### config.mk
export PLATFORM = sky130hd
export DESIGN_NAME = core_bus_arbiter
export DESIGN_NICKNAME = d
export VERILOG_FILES = /design/src/rtl/core_bus_arbiter.sv
export SDC_FILE = /design/constraint.sdc
export NUM_CORES = 1
export LEC_CHECK = 0
export BUFFER_PORTS_ARGS = -buffer_cell sky130_fd_sc_hd__buf_2
export CORE_ASPECT_RATIO = 1.25
export CORE_MARGIN = 2
export CORE_UTILIZATION = 43
export CTS_BUF_LIST = sky130_fd_sc_hd__clkbuf_4 sky130_fd_sc_hd__clkbuf_8
export DETAILED_ROUTE_END_ITERATION = 7
export PLACE_DENSITY = 0.82
export SLEW_MARGIN = 40
export SYNTH_ARGS = -nofsm -noshare
export SYNTH_HDL_FRONTEND = slang
export SYNTH_SLANG_ARGS = --single-unit
### constraint.sdc
create_clock -name clk -period 3.5 [get_ports clk]
set_input_delay 0.7 -clock clk [delete_from_list [all_inputs] [get_ports clk]]
set_output_delay 0.7 -clock clk [all_outputs]
set_load 0.005 [all_outputs]
### src/rtl/core_bus_arbiter.sv
// Round-robin arbiter sharing one core's register port between several bus masters.
// Each access is IDLE -> ACCESS (one strobe cycle) -> RESP (ack cycle); irq passes straight through.
module core_bus_arbiter #(
    parameter int MASTERS = 2,
    parameter int REGS    = 3,
    parameter int ADDR_W  = 2
) (
    input  logic                      clk,
    input  logic                      reset,
    input  logic [MASTERS-1:0]        req,
    input  logic [MASTERS-1:0]        wr,
    input  logic [MASTERS*ADDR_W-1:0] addr,
    input  logic [MASTERS*32-1:0]     wdata,
    output logic [MASTERS-1:0]        ack,
    output logic                      err,
    output logic [31:0]               rdata,
    output logic                      irq,
    output logic [31:0]               core_data_in,
    input  logic [REGS*32-1:0]        core_data_out,
    output logic [REGS-1:0]           core_write_en,
    output logic [REGS-1:0]           core_read_en,
    input  logic                      core_irq
);
    localparam int GW = (MASTERS > 1) ? $clog2(MASTERS) : 1;
    localparam logic [ADDR_W:0] REGS_LIM = REGS[ADDR_W:0];

    typedef enum logic [1:0] {S_IDLE, S_ACCESS, S_RESP} state_t;

    state_t              r_state, w_state_next;
    logic [GW-1:0]       r_gnt, w_gnt_next;
    logic [GW-1:0]       r_ptr, w_ptr_next;
    logic [GW-1:0]       w_winner;
    logic                w_found;
    logic                r_wr, w_wr_next;
    logic [ADDR_W-1:0]   r_addr, w_addr_next;
    logic [31:0]         r_wdata, w_wdata_next;
    logic [MASTERS-1:0]  w_ack_next;
    logic                w_err_next;
    logic [31:0]         w_rdata_next;
    logic [31:0]         w_din_next;
    logic [REGS-1:0]     w_we_next, w_re_next;
    logic [31:0]         w_core_word;
    logic [ADDR_W-1:0]   w_sel_addr;
    logic                w_lat_valid;

    logic [ADDR_W-1:0]   w_addr_m  [MASTERS];
    logic [31:0]         w_wdata_m [MASTERS];
    logic [31:0]         w_core_m  [REGS];

    generate
        for (genvar gi = 0; gi < MASTERS; gi++) begin : g_master
            assign w_addr_m[gi]  = addr[gi*ADDR_W +: ADDR_W];
            assign w_wdata_m[gi] = wdata[gi*32 +: 32];
        end
        for (genvar gi = 0; gi < REGS; gi++) begin : g_reg
            assign w_core_m[gi] = core_data_out[gi*32 +: 32];
        end
    endgenerate

    assign irq         = core_irq;
    assign w_sel_addr  = w_addr_m[w_winner];
    assign w_lat_valid = {1'b0, r_addr} < REGS_LIM;

    // First pass takes requesters above the pointer, second wraps around to the rest.
    always_comb begin
        w_found  = 1'b0;
        w_winner = r_ptr;
        for (int j = 0; j < MASTERS; j++) begin
            if (!w_found && req[j] && (j > int'(r_ptr))) begin
                w_found  = 1'b1;
                w_winner = GW'(j);
            end
        end
        for (int j = 0; j < MASTERS; j++) begin
            if (!w_found && req[j]) begin
                w_found  = 1'b1;
                w_winner = GW'(j);
            end
        end
    end

    always_comb begin
        w_core_word = '0;
        for (int k = 0; k < REGS; k++) begin
            if (r_addr == ADDR_W'(k)) w_core_word = w_core_m[k];
        end
    end

    always_comb begin
        w_state_next = r_state;
        w_gnt_next   = r_gnt;
        w_ptr_next   = r_ptr;
        w_wr_next    = r_wr;
        w_addr_next  = r_addr;
        w_wdata_next = r_wdata;
        w_ack_next   = '0;
        w_err_next   = 1'b0;
        w_rdata_next = '0;
        w_din_next   = '0;
        w_we_next    = '0;
        w_re_next    = '0;
        case (r_state)
            S_IDLE: begin
                if (w_found) begin
                    w_state_next = S_ACCESS;
                    w_gnt_next   = w_winner;
                    w_wr_next    = wr[w_winner];
                    w_addr_next  = w_sel_addr;
                    w_wdata_next = w_wdata_m[w_winner];
                    // Strobes are registered, so they are decided here for the ACCESS cycle.
                    for (int k = 0; k < REGS; k++) begin
                        if (w_sel_addr == ADDR_W'(k)) begin
                            w_we_next[k] = wr[w_winner];
                            w_re_next[k] = !wr[w_winner];
                        end
                    end
                    if (wr[w_winner]) w_din_next = w_wdata_m[w_winner];
                end
            end
            S_ACCESS: begin
                w_state_next       = S_RESP;
                w_ack_next[r_gnt]  = 1'b1;
                w_err_next         = !w_lat_valid;
                w_rdata_next       = (!r_wr && w_lat_valid) ? w_core_word : 32'h0;
            end
            S_RESP: begin
                w_state_next = S_IDLE;
                w_ptr_next   = r_gnt;
            end
            default: w_state_next = S_IDLE;
        endcase
    end

    always_ff @(posedge clk or posedge reset) begin
        if (reset) begin
            r_state       <= S_IDLE;
            r_gnt         <= '0;
            r_ptr         <= GW'(MASTERS - 1);
            r_wr          <= 1'b0;
            r_addr        <= '0;
            r_wdata       <= '0;
            ack           <= '0;
            err           <= 1'b0;
            rdata         <= '0;
            core_data_in  <= '0;
            core_write_en <= '0;
            core_read_en  <= '0;
        end else begin
            r_state       <= w_state_next;
            r_gnt         <= w_gnt_next;
            r_ptr         <= w_ptr_next;
            r_wr          <= w_wr_next;
            r_addr        <= w_addr_next;
            r_wdata       <= w_wdata_next;
            ack           <= w_ack_next;
            err           <= w_err_next;
            rdata         <= w_rdata_next;
            core_data_in  <= w_din_next;
            core_write_en <= w_we_next;
            core_read_en  <= w_re_next;
        end
    end
endmodule

==> results.md <==
* Drt total wl at 10300 um
* Synth Cell Area at 3637 sq um
* YS warnings at 0
* CP Launch Type: input pin
* Worst Path Buf+Inv at 2
* Share of post-route cells with drive strength above 1 at 50.16%
* Crit Path Class: input pin to flip-flop
* Yosys reg bits at 80
* Fin crit share at 57.56%
* CTS H-tree depth at 3
* Gpl congestion at 0.8603
* CP Data Arrival Time at 2.22 ns
* CP peak stage delay at 0.53 ns
* Hold WC Path Type: input pin to asynchronous set/reset pin
* Global routing's busiest layer: met2
* DR DRC count at 0
* IO Pins at 245
* # clock sinks at 80
* Clock root cell: clkbuf_8
* DPL Wire Length at 8022 um
* PortBufs at 242
* Slew HR at 53.66%
* CTS Hold Buffers Added at 0
* Status: completed
* Critical path's slowest cell: a21bo_1
* Final nets at 776
* Mean routed wirelength per cell at 14.57 um
* TritonCTS clock tree: done
* M3 GR Usage at 4.850%
* Setup violators final at 0
* Diode count at 0
* Fmax at 496.4 MHz
* Setup TNS at 0 ns
* GR Layer Usage met2 at 39.37%
* Initial Util at 44.14%
* Delay-heaviest family, CP: compound AO/OA/AOI/OAI gates
* Least-Margin Pin Slew at 0.6936 ns
* Post-DRT Antenna Nets at 0
* Core area at 8240 sq um
* Area leader, netlist: dfrtp_1
* Post-route cell area at 5135 sq um
* Syn Inst Count at 372
* Total GRT Usage at 21.77%
* Register area share after synthesis at 55.07%
* Worst Path Required at 3.71 ns
* Largest net degree at the start of global routing at 35
* Max-slew violation count at 0
* Avg Cell Area, Syn at 9.778 sq um
* Distinct cells, synth at 27
* RSZ-0062 raised after global routing: false
* Finished Core Util at 62.31%
* Die height at 106.8 um
* Post-cts resize count at 0
* Min Tclk post-route at 2.015 ns
* Leak pwr at 2.945 nW
* Area delta synth->final at 41.18%
* Num CTS Buffers at 9
* Clk_skew at 0.01484 ns
* Full die area at 9215 sq um
* Worst-Skew Late Latency at 0.34 ns
* Critical Path, Cell by Cell: buf_2 > or2_2 > nand3_1 > a21bo_1 > buf_12 > o21ai_0
* CTS max path bufs at 2
* Die X at 86.26 um
* DR iter-0 viols at 108
* FP Rows at 37
* Synth area leaders: dfrtp_1 54%, mux2i_1 9.1%, nor2_1 7.1%
* Final Hold Fails at 0
* Number of antenna violations at the first check in global routing at 0
* Grt ovf at 0
* Hold Slack at 0.3253 ns
* Global-route wire length before repair at 15730 um
* Total setup buffers inserted after CTS at 0
* Placed standard-cell area at 4900 sq um
* Crit end category: flip-flop
* Via density at 4.911
* Max Cap Viol at 0
* Post-synth EDFFs at 0
* Pwr dens at 665.3 nW/um^2
* Synth Flop Type: dfrtp_1
* Crit path max fanout at 23
* Area share of the largest cell type after synthesis at 54.35%
* Vias in the first global route at 3546
* Async SR Flop Fraction at 100.0%
* Drt pass-1 iters at 4
* M1 GR Usage at 23.43%
* Vias at 3472
* Synthesized net count at 543
* Worst vdd ir at 0.3745 mV
* Clk slew on worst S/H paths at 0.09 ns
## layer usage
layer | vias up | routed length, um
met5 | - | 0
met4 | 0 | 318
met3 | 26 | 731
met2 | 154 | 5467
met1 | 1608 | 3785
li1 | 1684 | -
## layout by cell type, fill, tap and decap left out, types with 2 or more instances in the layout
cell	Yosys	routed
nand3_1	4	3
buf_2	11	242
bufinv_16	0	2
mux2i_1	33	33
dfrtp_1	79	78
nor3_1	5	5
a21oi_1	36	36
buf_4	1	5
and2_1	4	4
nand2_1	68	67
a21oi_2	29	29
clkbuf_8	0	11
mux2_2	3	3
inv_1	3	2
nor2_1	69	69
o21ai_0	2	2
## logic make-up (layout without fill, tap and decap cells)
family / after synthesis / count (layout) / share of synthesized area (%)
simple gates: 157 / 157 / 17.78
buf+inv: 29 / 267 / 4.300
mux: 36 / 36 / 10.01
compound gates: 70 / 70 / 12.83
flops: 80 / 80 / 55.07
## final cells by class
type	instances	area, sq um
clock inverter	4	76.32
tap	97	121.4
fill	708	3105
inverter	3	12.51
clock buffer	12	158.9
sequential	80	2004
multi-input combinational	263	1493
timing repair buffer	248	1269
## per-stage QoR
| stage | power (mW) | instances | setup slack [ns] |
|---|---|---|---|
| 2_1_floorplan | 2.223 | 372 | 0.7499 |
| 3_3_place_gp | 2.611 | 691 | 1.264 |
| 3_5_place_dp | 2.677 | 691 | 1.161 |
| 4_1_cts | 3.450 | 707 | 1.513 |
| 5_1_grt | 3.659 | 707 | 1.407 |
| 6_report | 3.416 | 707 | 1.485 |
## cells in the mapped netlist, drive strengths merged, types with 2 or more instances
| master | number |
|---|---|
| a21oi | 65 |
| and2 | 4 |
| buf | 17 |
| clkbuf | 9 |
| dfrtp | 79 |
| inv | 3 |
| mux2 | 3 |
| mux2i | 33 |
| nand2 | 68 |
| nand3 | 4 |
| nor2 | 70 |
| nor2b | 2 |
| nor3 | 6 |
| o21ai | 3 |
## power breakdown
part	switching, mW	internal (mW)	total [mW]	leakage [nW]
registers	0.122	1.13	1.25	1.09
logic	0.816	0.575	1.39	1.74
clock network	0.324	0.450	0.774	0.116
## flip-flops by register name, indices dropped and copies added (netlist names)
signal and flops:
ack 2, core_data_in 32, core_read_en 3, core_write_en 3
err 1, r_addr 2, r_gnt 1, r_ptr 1
r_state 2, r_wr 1, rdata 32
## worst paths after layout
path / start / to / slack, ns / depth (start not counted)
min: reset / core_data_in[10] / 0.33 / 2
max in group asynchronous: reset / rdata[25] / 2.43 / 3
min reg2reg: r_gnt / ack[0] / 0.47 / 1
max reg2reg: r_ptr / r_wr / 1.51 / 5
min in group clk: r_gnt / ack[0] / 0.47 / 1
max: req[1] / r_wr / 1.49 / 6
(Power assumes the default switching activity.)
